[src/rtl/cam_frame_gen.sv]
// cam_frame_gen: OV7670-style RGB565 test-pattern source (vsync/href/px_data, high byte first).
// Build with CAM_FRAME_COUNT_EN to add frame_cnt and make the ramp pattern scroll each frame.
module cam_frame_gen #(
  parameter int H_ACTIVE    = 176,
  parameter int V_ACTIVE    = 140,
  parameter int H_BLANK     = 144,
  parameter int VSYNC_LINES = 3,
  parameter int V_BACK      = 17,
  parameter int V_FRONT     = 10
) (
  input  logic        pclk,
  input  logic        rst,
  input  logic        en,
  input  logic [1:0]  pattern,
  input  logic [15:0] color,
  output logic        vsync,
  output logic        href,
  output logic [7:0]  px_data,
  output logic        frame_done,
  output logic        busy
`ifdef CAM_FRAME_COUNT_EN
  ,
  output logic [15:0] frame_cnt
`endif
);

  localparam int LINE_LEN = 2*H_ACTIVE + H_BLANK;
  localparam int MAX_VL   = (VSYNC_LINES > V_BACK) ?
                            ((VSYNC_LINES > V_FRONT) ? VSYNC_LINES : V_FRONT) :
                            ((V_BACK > V_FRONT) ? V_BACK : V_FRONT);
  localparam int CW = (LINE_LEN > 1) ? $clog2(LINE_LEN) : 1;
  localparam int LW = (MAX_VL > 1)   ? $clog2(MAX_VL)   : 1;
  localparam int XW = (H_ACTIVE > 1) ? $clog2(H_ACTIVE) : 1;
  localparam int YW = (V_ACTIVE > 1) ? $clog2(V_ACTIVE) : 1;

  localparam logic [CW-1:0] CYC_LAST = CW'(LINE_LEN - 1);
  localparam logic [CW-1:0] ROW_LAST = CW'(2*H_ACTIVE - 1);
  localparam logic [LW-1:0] VS_LAST  = LW'(VSYNC_LINES - 1);
  localparam logic [LW-1:0] VB_LAST  = LW'(V_BACK - 1);
  localparam logic [LW-1:0] VF_LAST  = LW'(V_FRONT - 1);
  localparam logic [YW-1:0] Y_LAST   = YW'(V_ACTIVE - 1);
  localparam logic [31:0]   BAR_W    = (H_ACTIVE >= 8) ? 32'(H_ACTIVE / 8) : 32'd1;

  typedef enum logic [2:0] {S_IDLE, S_VSYNC, S_VBACK, S_ROW, S_HBLANK, S_VFRONT} state_t;

  state_t         state, state_n;
  logic [CW-1:0]  cyc, cyc_n;
  logic [LW-1:0]  line_cnt, line_n;
  logic [XW-1:0]  x, x_n;
  logic [YW-1:0]  y, y_n;
  logic           phase, phase_n;
  logic [1:0]     pat_q, pat_n;
  logic [15:0]    col_q, col_n;
  logic           cyc_last;
  logic [15:0]    pix;
  logic [4:0]     x5, rx;
  logic [5:0]     y6;
  logic [31:0]    bar_i;

  always_comb begin
    state_n  = state;
    cyc_n    = cyc;
    line_n   = line_cnt;
    x_n      = x;
    y_n      = y;
    phase_n  = phase;
    pat_n    = pat_q;
    col_n    = col_q;
    cyc_last = (cyc == CYC_LAST);
    case (state)
      S_IDLE: begin
        if (en) begin
          state_n = S_VSYNC;
          pat_n   = pattern;
          col_n   = color;
          cyc_n   = '0;
          line_n  = '0;
        end
      end
      S_VSYNC, S_VBACK, S_VFRONT: begin
        cyc_n = cyc_last ? '0 : cyc + 1'b1;
        if (cyc_last) begin
          line_n = line_cnt + 1'b1;
          if (state == S_VSYNC && line_cnt == VS_LAST) begin
            state_n = S_VBACK;
            line_n  = '0;
          end else if (state == S_VBACK && line_cnt == VB_LAST) begin
            state_n = S_ROW;
            line_n  = '0;
            x_n     = '0;
            y_n     = '0;
            phase_n = 1'b0;
          end else if (state == S_VFRONT && line_cnt == VF_LAST) begin
            // en is only honoured here and in IDLE, so a mid-frame drop lets the frame finish
            line_n = '0;
            if (en) begin
              state_n = S_VSYNC;
              pat_n   = pattern;
              col_n   = color;
            end else begin
              state_n = S_IDLE;
            end
          end
        end
      end
      S_ROW: begin
        cyc_n   = cyc + 1'b1;
        phase_n = ~phase;
        if (phase)
          x_n = x + 1'b1;
        if (cyc == ROW_LAST) begin
          state_n = S_HBLANK;
          x_n     = '0;
          phase_n = 1'b0;
        end
      end
      S_HBLANK: begin
        cyc_n = cyc_last ? '0 : cyc + 1'b1;
        if (cyc_last) begin
          if (y == Y_LAST) begin
            state_n = S_VFRONT;
            line_n  = '0;
            y_n     = '0;
          end else begin
            state_n = S_ROW;
            y_n     = y + 1'b1;
          end
        end
      end
      default: state_n = S_IDLE;
    endcase
  end

  // Pixel is evaluated on the next-cycle coordinates so the byte can be registered.
  always_comb begin
    x5    = 5'(x_n);
    y6    = 6'(y_n);
    bar_i = 32'(x_n) / BAR_W;
`ifdef CAM_FRAME_COUNT_EN
    rx = x5 + frame_cnt[4:0];
`else
    rx = x5;
`endif
    pix = col_n;
    case (pat_n)
      2'd0: pix = col_n;
      2'd1: begin
        if (bar_i > 32'd7) pix = 16'h0000;
        else begin
          case (bar_i[2:0])
            3'd0:    pix = 16'hFFFF;
            3'd1:    pix = 16'hFFE0;
            3'd2:    pix = 16'h07FF;
            3'd3:    pix = 16'h07E0;
            3'd4:    pix = 16'hF81F;
            3'd5:    pix = 16'hF800;
            3'd6:    pix = 16'h001F;
            default: pix = 16'h0000;
          endcase
        end
      end
      2'd2:    pix = {rx, y6, x5};
      default: pix = (x5[3] ^ y6[3]) ? ~col_n : col_n;
    endcase
  end

  always_ff @(posedge pclk) begin
    if (rst) begin
      state      <= S_IDLE;
      cyc        <= '0;
      line_cnt   <= '0;
      x          <= '0;
      y          <= '0;
      phase      <= 1'b0;
      pat_q      <= '0;
      col_q      <= '0;
      vsync      <= 1'b0;
      href       <= 1'b0;
      px_data    <= 8'h00;
      frame_done <= 1'b0;
      busy       <= 1'b0;
    end else begin
      state      <= state_n;
      cyc        <= cyc_n;
      line_cnt   <= line_n;
      x          <= x_n;
      y          <= y_n;
      phase      <= phase_n;
      pat_q      <= pat_n;
      col_q      <= col_n;
      vsync      <= (state_n == S_VSYNC);
      href       <= (state_n == S_ROW);
      px_data    <= (state_n == S_ROW) ? (phase_n ? pix[7:0] : pix[15:8]) : 8'h00;
      frame_done <= (state_n == S_VFRONT) && (line_n == VF_LAST) && (cyc_n == CYC_LAST);
      busy       <= (state_n != S_IDLE);
    end
  end

`ifdef CAM_FRAME_COUNT_EN
  always_ff @(posedge pclk) begin
    if (rst)
      frame_cnt <= 16'h0000;
    else if (frame_done)
      frame_cnt <= frame_cnt + 16'h0001;
  end
`endif

endmodule
[config.mk]
export PLATFORM = sky130hd
export DESIGN_NAME = cam_frame_gen
export DESIGN_NICKNAME = d
export VERILOG_FILES = /design/src/rtl/cam_frame_gen.sv
export SDC_FILE = /design/constraint.sdc
export NUM_CORES = 1
export LEC_CHECK = 0
export CORE_ASPECT_RATIO = 0.5
export CORE_UTILIZATION = 52
export DETAILED_ROUTE_END_ITERATION = 12
export PLACE_DENSITY = 0.72
export SLEW_MARGIN = 20
export SYNTH_ARGS = -nofsm -noshare
export SYNTH_HDL_FRONTEND = slang
export SYNTH_SLANG_ARGS = --single-unit
export TNS_END_PERCENT = 100
[constraint.sdc]
create_clock -name pclk -period 5.8 [get_ports pclk]
set_input_delay 0.87 -clock pclk [delete_from_list [all_inputs] [get_ports pclk]]
set_output_delay 0.87 -clock pclk [all_outputs]
set_load 0.02 [all_outputs]
==> summary.log, run 1 <==
INFO  run_status     status=complete, no violations
INFO  route          drc_violations_left=0
INFO  setup_path     timing.critical_path.depth=19
INFO  floorplan      chipHeight=68.0µm
INFO  timing         setup-violations-final=0
INFO  floorplan      start_util=55.2%
INFO  min_path       worstHoldPathCells=2
INFO  yosys          yosysTopAreaCell=dfxtp_1
INFO  setup_path     cp.arrival=5.60ns
INFO  global_routing grt_util_all_layers=26.0%
INFO  setup_path     required=6.05ns
INFO  yosys          ys_seq_area_share=28.3%
INFO  global_routing grt_start_max_net_pins=52
INFO  route          vias=4,211
INFO  yosys          flip_flop_and_latch_count_after_synthesis=64
INFO  setup_path     cp_common_cell=ha_1
INFO  pwr            totalPowerFinal=1090µW
INFO  route          wl_per_cell=16.3µm
INFO  yosys          share_of_flip_flops_with_an_asynchronous_set_or_reset_after_synthesis=0%
INFO  timing         worst_slack=0.443ns
INFO  route          drt-initial-drc-count=354
INFO  timing         maxSlewViolCount=0
INFO  yosys          yosys_warnings=0
INFO  pwr            power_leakage=0.00198µW
INFO  setup_path     cp_max_fo=12
INFO  setup_path     cp_slowest_cell=or4b_4
INFO  route          viasPerCell=6.09
INFO  placed_design  port_buffers=32
INFO  pwr            vdd_drop_max=153µV
INFO  yosys          synth.top_cell.area_share=28.3%
INFO  final_layout   fraction_of_final_layout_cells_sized_beyond_drive_strength_1=12.6%
INFO  route          routed_wirelength=11.3mm
INFO  setup_path     cp.buffers_inverters=0
INFO  final_layout   insertedDiodeCount=0
INFO  floorplan      die_ar=9100µm²
INFO  clock_tree     clk_pin_slew_worst_paths=0.06ns
INFO  final_layout   final_common_cell=nor2_1
INFO  yosys          synth_ff_type=dfxtp_1
INFO  pwr            pwr-share-comb=12.5%
INFO  pwr            power_switching=291µW
INFO  clock_tree     cts_num_sinks=64
INFO  floorplan      floorplan.core_area=8200µm²
INFO  yosys          mappedNetlistNets=582
INFO  final_layout   syn2layout_area_growth=13.7%
INFO  timing         timing.final.hold_violations=0
INFO  floorplan      design.portCount=33
INFO  final_layout   fill_cells=729
INFO  timing         timing.final.crit_share=92.4%
INFO  global_routing overflow=0
INFO  setup_path     path_delay_family=simple AND/OR/NAND/NOR gates
INFO  global_routing grt_pass1_wl=18.5mm
INFO  global_routing grt_antenna_before_repair=0
INFO  yosys          synthesis.area_per_instance=8.20µm²
INFO  final_layout   fin_nets=604
INFO  timing         finalHoldWorstSlack=0.530ns
INFO  placed_design  post_place_setup_slack=0.410ns
INFO  timing         setup_repair_after_global_routing_missed_its_margin=false
INFO  clock_tree     h-tree-depth=3
INFO  global_routing first_global_vias=3,584
INFO  timing         finClkSkew=0.00815ns
INFO  floorplan      die_w=134µm
INFO  pwr            swShare=26.8%
INFO  pwr            seq_power_share=41.9%
INFO  yosys          synth_enable_flop_cells=0
INFO  placed_design  place_congestion=0.941
INFO  placed_design  detailed_place_hpwl=8.04mm
INFO  final_layout   finalCoreUtilization=62.7%
INFO  setup_path     start_kind=register
INFO  yosys          synth_top_cells_by_area=dfxtp_1, nor2_1, mux2i_1
INFO  route          final_ant_viol_nets=0
INFO  final_layout   final_cell_mix=nor2_1, dfxtp_1, a21oi_1
INFO  timing         timing.fmax=187MHz
INFO  clock_tree     cts_tree=done
INFO  yosys          synth_area=4530µm²
INFO  clock_tree     clock_buffer_depth=2
INFO  pwr            pint=796µW
INFO  job            drv.max_cap_violation_count=0
INFO  setup_path     worst_setup_path_end_kind=register
INFO  min_path       hold_path_class=register to register
INFO  setup_path     critical_path_class=register to register
INFO  timing         setup_total_negative_slack=0ns
INFO  clock_tree     numCtsBuffers=9
INFO  timing         slew-limit-headroom=35.1%
INFO  setup_path     cpPeakStageDelay=0.58ns
INFO  route          drt_first_pass_iters=5
INFO  yosys          synth_cell_types=90
INFO  setup_path     critical_path.cell_chain=ha_1 > and4_2 > a21oi_2 > o21ai_1 > and2_1 > nand2_1 > ha_1 > or2b_2 > a211oi_4 > nor3_1 > o21ai_1 > nand2_1 > ha_1 > and3_2 > a211oi_4 > o32a_2 > a21oi_1 > or4b_4 > a311oi_1
INFO  pwr            pwr-share-clk=45.7%
INFO  clock_tree     insertion_delay=0.33ns
INFO  pwr            power_density=211nW/µm²
INFO  yosys          synthesized_instance_count=552
INFO  timing         tightest_slew=0.965ns
INFO  clock_tree     cts.root.buffer_cell=clkbuf_16
INFO  setup_path     r2r.worst_path.cells=19
INFO  timing         finalCriticalPeriod=5.36ns
INFO  floorplan      fp-row-count=23
==> path summary, 6_finish.rpt <==
| path | from | to | slack [ns] |
|---|---|---|---|
| hold / removal | col_q[11]$_SDFF_PP0_ | col_q[11]$_SDFF_PP0_ | 0.53 |
| setup / recovery | cyc[0]$_SDFF_PP0_ | px_data[0]$_SDFF_PP0_ | 0.44 |
| hold reg to reg | col_q[11]$_SDFF_PP0_ | col_q[11]$_SDFF_PP0_ | 0.53 |
| setup reg to reg | cyc[0]$_SDFF_PP0_ | px_data[0]$_SDFF_PP0_ | 0.44 |
==> power groups by stage <==
stage	sequential [µW]	combinational (µW)	clock (µW)
finish	455	136	497
global route	456	148	522
CTS	455	135	505
detailed placement	465	134	0
global placement	464	132	0
floorplan	465	94.7	0
==> worst min-delay path, cell delays in order (launching register included) <==
cell and delay (ns):
dfxtp_1 0.30, mux2i_1 0.10, nor2_1 0.09
==> registers in the layout (all words and copies together), names as in the netlist, 2 cells and up <==
register and count:
line_cnt 5, px_data 8, col_q 16, y 8, cyc 9, x 8, state 3, pat_q 2
==> synth_stat cells, types with 9 or more instances <==
cell	n
nor2_1	73
ha_1	9
nor3_1	16
a22oi_1	12
xor2_1	15
o21ai_0	27
inv_1	10
dfxtp_1	64
xnor2_1	9
nand3_1	20
mux2i_1	21
a21oi_1	39
clkbuf_1	14
nand2_1	37
==> kinds of logic after synthesis <==
kind of cell / Yosys count / synth area share, %
AO/OA/AOI/OAI: 175 / 29.2
XOR/XNOR: 24 / 4.64
adder cells (fa/ha/maj): 9 / 2.49
buffers and inverters: 43 / 5.23
flip-flops: 64 / 28.3
multiplexers: 22 / 4.89
AND/OR/NAND/NOR: 215 / 25.2
==> per-layer routing <==
layer | track usage, % | part of all wire [%] | wire length [µm] | vias up
met2 | 40.2 | 42 | 4720 | 140
met4 | 6.82 | 0.57 | 64 | 0
met1 | 36.7 | 51 | 5770 | 1948
met3 | 5.41 | 6.5 | 736 | 8
li1 | - | - | - | 2115
met5 | 0 | 0 | 0 | -
==> per-stage QoR <==
step	cell area, µm²	std cells
CTS	5140	691
global route	5150	691
global placement	4870	675
finish	5150	691
detailed placement	4870	675
floorplan	4530	552
==> area by class of cell <==
class                   count  area, µm²  area share [%]
clock buffers               9        225            4.38
multi-input cells         445       3010            58.5
flip-flops and latches     64       1280            24.9
repair buffers             43        398            7.73
clock inverters             7       47.5           0.924
inverters                  11       41.3           0.802
well taps                 112        140            2.72
==> what timing repair did <==
action	4_1_cts	5_1_grt
endpoints found under the setup margin	0	3
gates resized for setup	0	1
buffers inserted	0	0
hold buffers	0	0
(Power assumes the default switching activity.)
==> inputs of run 2 (changes only) <==
--- a/config.mk
+++ b/config.mk
@@ -5,8 +5,10 @@
 export SDC_FILE = /design/constraint.sdc
 export NUM_CORES = 1
 export LEC_CHECK = 0
+export CAP_MARGIN = 20
 export CORE_ASPECT_RATIO = 0.5
 export CORE_UTILIZATION = 52
+export CTS_CLUSTER_DIAMETER = 50
 export DETAILED_ROUTE_END_ITERATION = 12
 export PLACE_DENSITY = 0.72
 export SLEW_MARGIN = 20
==> results of run 2 <==
Same layout as run 1: the final DEF is identical, and so are final timing and power.
